<file path="config.mk">
export PLATFORM = sky130hd
export DESIGN_NAME = alu_seq_md
export DESIGN_NICKNAME = d
export VERILOG_FILES = /design/src/rtl/alu_seq_md.sv
export SDC_FILE = /design/constraint.sdc
export NUM_CORES = 1
export LEC_CHECK = 0
export BUFFER_PORTS_ARGS = -buffer_cell sky130_fd_sc_hd__buf_4
export CORE_ASPECT_RATIO = 1.5
export CORE_UTILIZATION = 30
export CTS_CLUSTER_DIAMETER = 80
export DETAILED_ROUTE_END_ITERATION = 8
export GPL_TIMING_DRIVEN = 0
export SYNTH_ARGS = -nofsm -noshare
export SYNTH_HDL_FRONTEND = slang
export SYNTH_SLANG_ARGS = --single-unit
</file>
<file path="constraint.sdc">
create_clock -name clock -period 6.2 [get_ports clock]
set_clock_uncertainty 0.15 [all_clocks]
set_input_delay 0.31 -clock clock [delete_from_list [all_inputs] [get_ports clock]]
set_output_delay 0.31 -clock clock [all_outputs]
set_load 0.03 [all_outputs]
</file>
<file path="src/rtl/alu_seq_md.sv">
// alu_seq_md: registered, handshaked RV32I + M-extension ALU for the EX stage.
// Base ops finish in one cycle. MUL*/DIV*/REM* share one radix-2 iterative
// datapath: a shift-add multiplier and a restoring divider, both working on
// operand magnitudes, with the sign fixed up in a final FIX cycle.
// Optional macro ALU_SEQ_FAST_MUL_EN: all multiplies use a combinational
// multiplier and finish in one cycle; divide stays iterative.
module alu_seq_md #(
  parameter int n = 32
) (
  input  logic         clock,
  input  logic         nReset,
  input  logic         start,
  input  logic [4:0]   AluOp,
  input  logic [n-1:0] A,
  input  logic [n-1:0] B,
  output logic         busy,
  output logic         done,
  output logic [n-1:0] AluOut
);
  localparam int CW = $clog2(n) + 1;
  localparam int SW = $clog2(n);

  typedef enum logic [1:0] {
    S_IDLE = 2'd0,
    S_RUN  = 2'd1,
    S_FIX  = 2'd2,
    S_DONE = 2'd3
  } state_t;

  state_t        state_q;
  logic [2:0]    op_q;
  logic [n-1:0]  hi_q, lo_q, opnd_q, out_q;
  logic          neg_q, busy_q, done_q;
  logic [CW-1:0] cnt_q;

  // Two's-complement negate when requested (magnitude / sign restore).
  function automatic logic [n-1:0] neg_if(input logic [n-1:0] v, input logic neg);
    if (neg) begin
      neg_if = (~v) + {{(n-1){1'b0}}, 1'b1};
    end else begin
      neg_if = v;
    end
  endfunction

  logic [n-1:0] base_res_d;
  logic [SW-1:0] sh_s;

  // Single-cycle RV32I result for the current request.
  always_comb begin
    sh_s = B[SW-1:0];
    case (AluOp[3:0])
      4'b0000: base_res_d = A + B;
      4'b0001: base_res_d = A - B;
      4'b0010: base_res_d = A << sh_s;
      4'b0100: base_res_d = {{(n-1){1'b0}}, ($signed(A) < $signed(B))};
      4'b0110: base_res_d = {{(n-1){1'b0}}, (A < B)};
      4'b1000: base_res_d = A ^ B;
      4'b1010: base_res_d = A >> sh_s;
      4'b1011: base_res_d = $unsigned($signed(A) >>> sh_s);
      4'b1100: base_res_d = A | B;
      4'b1110: base_res_d = A & B;
      default: base_res_d = {n{1'b0}};
    endcase
  end

  logic         a_sgn_s, b_sgn_s, a_neg_s, b_neg_s, neg_init_d;
  logic [n-1:0] a_mag_d, b_mag_d, special_res_d;
  logic         div_zero_s, div_ovf_s, special_s;

  // Operand signedness, magnitudes and the one-cycle divide special cases.
  always_comb begin
    // signed rs1: MULH(001), MULHSU(010), DIV(100), REM(110)
    if (AluOp[2]) begin
      a_sgn_s = ~AluOp[0];
      b_sgn_s = ~AluOp[0];
    end else begin
      a_sgn_s = (AluOp[1:0] == 2'b01) || (AluOp[1:0] == 2'b10);
      b_sgn_s = (AluOp[1:0] == 2'b01);
    end
    a_neg_s = a_sgn_s & A[n-1];
    b_neg_s = b_sgn_s & B[n-1];
    a_mag_d = neg_if(A, a_neg_s);
    b_mag_d = neg_if(B, b_neg_s);
    // remainder follows the dividend sign; product/quotient the xor of signs
    if (AluOp[2] && AluOp[1]) begin
      neg_init_d = a_neg_s;
    end else begin
      neg_init_d = a_neg_s ^ b_neg_s;
    end
    div_zero_s = (B == {n{1'b0}});
    div_ovf_s  = ~AluOp[0] && (A == {1'b1, {(n-1){1'b0}}}) && (B == {n{1'b1}});
    special_s  = AluOp[2] && (div_zero_s || div_ovf_s);
    if (div_zero_s) begin
      special_res_d = AluOp[1] ? A : {n{1'b1}};
    end else begin
      special_res_d = AluOp[1] ? {n{1'b0}} : A;
    end
  end

`ifdef ALU_SEQ_FAST_MUL_EN
  logic [2*n-1:0] fa_s, fb_s, fast_prod_s;
  logic [n-1:0]   fast_res_d;

  // Combinational multiplier on sign-extended operands.
  always_comb begin
    fa_s        = {{n{a_neg_s}}, A};
    fb_s        = {{n{b_neg_s}}, B};
    fast_prod_s = fa_s * fb_s;
    if (AluOp[1:0] == 2'b00) begin
      fast_res_d = fast_prod_s[n-1:0];
    end else begin
      fast_res_d = fast_prod_s[2*n-1:n];
    end
  end
`endif

  logic [n:0]     sum_s, trial_s;
  logic [n-1:0]   step_hi_d, step_lo_d;

  // One shift-add multiply step or one restoring-divide step.
  always_comb begin
    sum_s   = {1'b0, hi_q} + (lo_q[0] ? {1'b0, opnd_q} : {(n+1){1'b0}});
    trial_s = {hi_q, lo_q[n-1]} - {1'b0, opnd_q};
    if (op_q[2]) begin
      if (!trial_s[n]) begin
        step_hi_d = trial_s[n-1:0];
        step_lo_d = {lo_q[n-2:0], 1'b1};
      end else begin
        step_hi_d = {hi_q[n-2:0], lo_q[n-1]};
        step_lo_d = {lo_q[n-2:0], 1'b0};
      end
    end else begin
      step_hi_d = sum_s[n:1];
      step_lo_d = {sum_s[0], lo_q[n-1:1]};
    end
  end

  logic [2*n-1:0] prod_fix_s;
  logic [n-1:0]   quo_fix_s, rem_fix_s, fix_res_d;

  // Sign restore and word selection for the FIX cycle.
  always_comb begin
    if (neg_q) begin
      prod_fix_s = (~{hi_q, lo_q}) + {{(2*n-1){1'b0}}, 1'b1};
    end else begin
      prod_fix_s = {hi_q, lo_q};
    end
    quo_fix_s = neg_if(lo_q, neg_q);
    rem_fix_s = neg_if(hi_q, neg_q);
    case (op_q)
      3'b000:                 fix_res_d = prod_fix_s[n-1:0];
      3'b001, 3'b010, 3'b011: fix_res_d = prod_fix_s[2*n-1:n];
      3'b100, 3'b101:         fix_res_d = quo_fix_s;
      3'b110, 3'b111:         fix_res_d = rem_fix_s;
      default:                fix_res_d = {n{1'b0}};
    endcase
  end

  // Control FSM with registered busy/done/result; DONE also accepts a new op.
  always_ff @(posedge clock or negedge nReset) begin
    if (!nReset) begin
      state_q <= S_IDLE;
      op_q    <= 3'b000;
      hi_q    <= {n{1'b0}};
      lo_q    <= {n{1'b0}};
      opnd_q  <= {n{1'b0}};
      neg_q   <= 1'b0;
      cnt_q   <= {CW{1'b0}};
      busy_q  <= 1'b0;
      done_q  <= 1'b0;
      out_q   <= {n{1'b0}};
    end else begin
      case (state_q)
        S_IDLE, S_DONE: begin
          done_q <= 1'b0;
          if (start) begin
            if (!AluOp[4]) begin
              out_q   <= base_res_d;
              done_q  <= 1'b1;
              state_q <= S_DONE;
            end else if (special_s) begin
              out_q   <= special_res_d;
              done_q  <= 1'b1;
              state_q <= S_DONE;
`ifdef ALU_SEQ_FAST_MUL_EN
            end else if (!AluOp[2]) begin
              out_q   <= fast_res_d;
              done_q  <= 1'b1;
              state_q <= S_DONE;
`endif
            end else begin
              op_q    <= AluOp[2:0];
              neg_q   <= neg_init_d;
              hi_q    <= {n{1'b0}};
              lo_q    <= AluOp[2] ? a_mag_d : b_mag_d;
              opnd_q  <= AluOp[2] ? b_mag_d : a_mag_d;
              cnt_q   <= CW'(n - 1);
              busy_q  <= 1'b1;
              state_q <= S_RUN;
            end
          end else begin
            state_q <= S_IDLE;
          end
        end
        S_RUN: begin
          hi_q <= step_hi_d;
          lo_q <= step_lo_d;
          if (cnt_q == {CW{1'b0}}) begin
            state_q <= S_FIX;
          end else begin
            cnt_q <= cnt_q - {{(CW-1){1'b0}}, 1'b1};
          end
        end
        S_FIX: begin
          out_q   <= fix_res_d;
          done_q  <= 1'b1;
          busy_q  <= 1'b0;
          state_q <= S_DONE;
        end
        default: begin
          state_q <= S_IDLE;
          busy_q  <= 1'b0;
          done_q  <= 1'b0;
        end
      endcase
    end
  end

  assign busy   = busy_q;
  assign done   = done_q;
  assign AluOut = out_q;

endmodule

</file>
==> results.rst <==
.. list-table::
   :header-rows: 1

   * - Metric
     - Value
   * - Violation count after the first detailed-route iteration
     - 2851
   * - Top cells by instance count after synthesis
     - nor2_1 (336), a21oi_1 (333), nand2_1 (282)
   * - Std cell rows
     - 126
   * - CTS sink count
     - around 140
   * - Main combinational cell family by area after synthesis
     - compound AO/OA/AOI/OAI gates
   * - Later-pin clock latency in the skew report
     - 0.47 ns
   * - Post-synthesis compound-gate area fraction
     - 0.3202
   * - Cell taking the most area after synthesis
     - dfrtp_1
   * - Post-synthesis net count
     - around 3600
   * - Area share of the leading cell type in the synthesized netlist
     - 0.1487
   * - Wire length of the first global-routing pass
     - 224600 um
   * - Wirelength per Cell
     - approximately 36 um
   * - Area Growth Syn to Fin
     - 12.35%
   * - Worst-Margin Slew
     - 1.427 ns
   * - Initial core utilization
     - 0.3031
   * - Wirelength, routed
     - 162400 um
   * - Multiplexer fraction of the synthesized cell area
     - 0.08913
   * - Startpoint kind of the worst setup timing path
     - input pin
   * - Crit-path max FO
     - 11
   * - Reported max-cap violation count
     - 0
   * - Via count normalized by instance count
     - 6.493
   * - GRT Overall Usage
     - 0.3975
   * - Part of the cycle the worst path needs
     - 1.042
   * - Most used flip-flop cell after synthesis
     - dfrtp_1
   * - Worst slew slack as a fraction of its limit
     - 0.04102
   * - Boundary Pins
     - 106
   * - Worst-path clk slew
     - ~0.080 ns
   * - Signal arrival time at the worst endpoint
     - 6.64 ns
   * - Gate Count Post-Synth
     - 3311
   * - First-pass iteration count of the detailed router
     - 6
   * - Number of buffers created by CTS
     - 17
   * - Final WS setup
     - -0.2580 ns
   * - Vias in the first global route
     - 29080
   * - Fill cell count
     - 8678
   * - Count of endpoints failing hold in the final timing report
     - 0
   * - DRC violation count after routing
     - 0
   * - Post-placement setup slack
     - -1.515 ns
   * - Count of input and output buffers
     - 105
   * - Antenna violations before repair
     - 10
   * - GRT overflow
     - 0
   * - Failing checks
     - negative setup slack
   * - Max Slew Vio Count
     - 0
   * - Vias
     - 29150
   * - Post-CTS setup buffer count
     - 0
   * - Cell leakage power
     - 10.76 nW
   * - Count of flip-flops with a built-in enable after synthesis
     - 0
   * - Outcome
     - finished with violations
   * - Synth area leaders
     - dfrtp_1 (15%), ha_1 (9.3%), a21oi_1 (7.0%)
   * - Async SR Flop Fraction
     - 1.000
   * - Final setup violation count
     - 2
   * - Library cells used by synthesis
     - 92
   * - Area of placed instances
     - 26080 um^2
   * - Post-synth design cell area
     - 23890 um^2
   * - Total number of yosys warnings
     - 0
   * - Min cycle time layout
     - 6.458 ns
   * - Largest vdd supply drop
     - 0.0002074 V
   * - Die outline height
     - ~350 um
   * - TritonCTS clock tree
     - yes
   * - Die Span X
     - 232.4 um
   * - Area of all placed cells without fillers
     - 26840 um^2
   * - Post-detailed-placement half-perimeter wirelength
     - 132600 um
   * - Share of layout cells above drive strength 1
     - 0.08967
   * - Setup repair after global routing missed its margin
     - false
   * - Htree depth
     - 4
   * - Required time worst endpoint
     - 6.38 ns
   * - Synth Area in XOR/XNOR
     - 0.07368
   * - Post-synthesis share of cell area spent on and, or, nand and nor gates
     - 0.1913
   * - Final Core Density
     - 0.3405
   * - Type of the worst setup path
     - in -> reg
   * - Post-synthesis sequential element count
     - 142
   * - Die Outline Area
     - 80800 um^2
   * - Placeable Area
     - 78830 um^2
   * - Count of nets after finishing
     - 3698
   * - Classification of the worst-slack hold path
     - in -> reg
   * - Endpoint type of the worst setup path
     - flop
   * - DRT antenna net count
     - 0
   * - Portion of the post-synthesis area used by sequential elements
     - 0.1487
   * - Avg Synthesized Cell Area
     - 7.216 um^2
   * - PD cells
     - around 420 nW/um^2
   * - Fmax
     - 0.1548 GHz
   * - Clock root cell
     - clkbuf_16
   * - Maximum number of pins on one net before global-route repair
     - 91
   * - Fraction of the mapped netlist area in adder cells
     - 0.1066
   * - Count leader, synth
     - nor2_1
   * - CTS max path bufs
     - 2
   * - Final Wtd Congestion
     - 1.102
[worst paths after layout]
check / from / to / slack, ns / depth (start not counted)
max: AluOp[1] / AluOut[16] / -0.26 / 14
min: start / state_q[0] / 0.11 / 3
max reg2reg: lo_q[31] / hi_q[31] / 0.34 / 14
min reg2reg: AluOut[7] / AluOut[7] / 0.34 / 1
max in group asynchronous: nReset / AluOut[29] / 4.70 / 3
min in group asynchronous: nReset / hi_q[5] / 0.26 / 2
[worst max-delay path, stage by stage]
cell	delay [ns]
buf_4	0.16
inv_1	0.21
buf_1	0.36
clkbuf_1	0.46
ha_1	0.36
clkbuf_1	0.27
nand3_1	0.48
clkbuf_2	0.56
clkdlybuf4s15_1	0.82
o211ai_1	0.40
a211oi_1	1.03
o221ai_1	0.56
a221oi_1	0.49
o31ai_1	0.11
[layer usage]
layer	global-route usage	vias to the layer above	routed length, um
li1	-	12530	-
met1	0.3827	13950	52860
met2	0.6591	1819	76070
met3	0.08363	844	10990
met4	0.4593	6	22380
met5	0.003064	-	57
[report_power, final]
group	internal [W]	switching [W]	leakage, nW
clock network	0.000607	0.000528	0.295
registers	0.00133	0.000489	1.72
logic	0.00263	0.00574	8.75
total	0.00457	0.00675	10.8
[sequential cells by signal, indices dropped and copies added, names as in the netlist]
signal and flops:
hi_q 32, opnd_q 32, state_q 2, neg_q 1, done 1, lo_q 32
op_q 3, busy 1, cnt_q 6, AluOut 32
[cell type report]
cell class,count,area (um^2),share of cell area
diodes,8,20.02,0.0007458
plain buffers,260,1013,0.03776
clock buffers,17,425.4,0.01585
clock inverters,15,172.7,0.006432
inverters,179,671.9,0.02503
multi-input cells,2727,18780,0.6996
flip-flops and latches,142,3553,0.1324
well taps,1024,1281,0.04773
repair buffers,117,924.6,0.03445
[per-stage QoR]
| stage | total power, W | instances | TNS [ns] | hold slack [ns] |
|---|---|---|---|---|
| after floorplan | 0.006612 | 3311 | 0 | -0.1356 |
| after global placement | 0.009722 | 4440 | -60.91 | 0.3113 |
| after detailed placement | 0.009733 | 4447 | -44.52 | 0.1836 |
| after CTS | 0.01092 | 4480 | 0 | 0.1158 |
| after global routing | 0.01179 | 4483 | 0 | 0.1272 |
| final | 0.01132 | 4489 | -0.4777 | 0.1070 |
[placed cells by master, fill, tap and decap left out, types with 21 or more instances in the layout]
cell	count
a211oi_1	68
a21o_1	41
a21oi_1	333
a221oi_1	36
a22oi_1	24
a31oi_1	41
buf_4	108
clkbuf_1	215
dfrtp_1	142
ha_1	178
inv_1	178
maj3_1	24
mux2_2	38
mux2i_1	98
mux4_2	32
nand2_1	281
nand3_1	61
nand4_1	35
nor2_1	334
nor3_1	54
nor4_1	34
o211ai_1	51
o21ai_0	254
o21bai_1	32
o221ai_1	43
o22ai_1	21
o31ai_1	43
or3_1	25
xnor2_1	142
xor2_1	59
[kinds of logic after synthesis]
group | Yosys count
mux | 168
flops | 142
simple gates | 974
compound gates | 1178
xor+xnor | 201
fa+ha+maj | 206
buf+inv | 442
[repair_timing]
action / in CTS / in global routing
cloned: 0 / 0
hold buffers: 1 / 0
setup endpoints to repair: 37 / 38
endpoints found under the hold margin: 52 / 0
gates resized for setup: 13 / 17
Note: power is estimated with default switching activity, not from simulation.
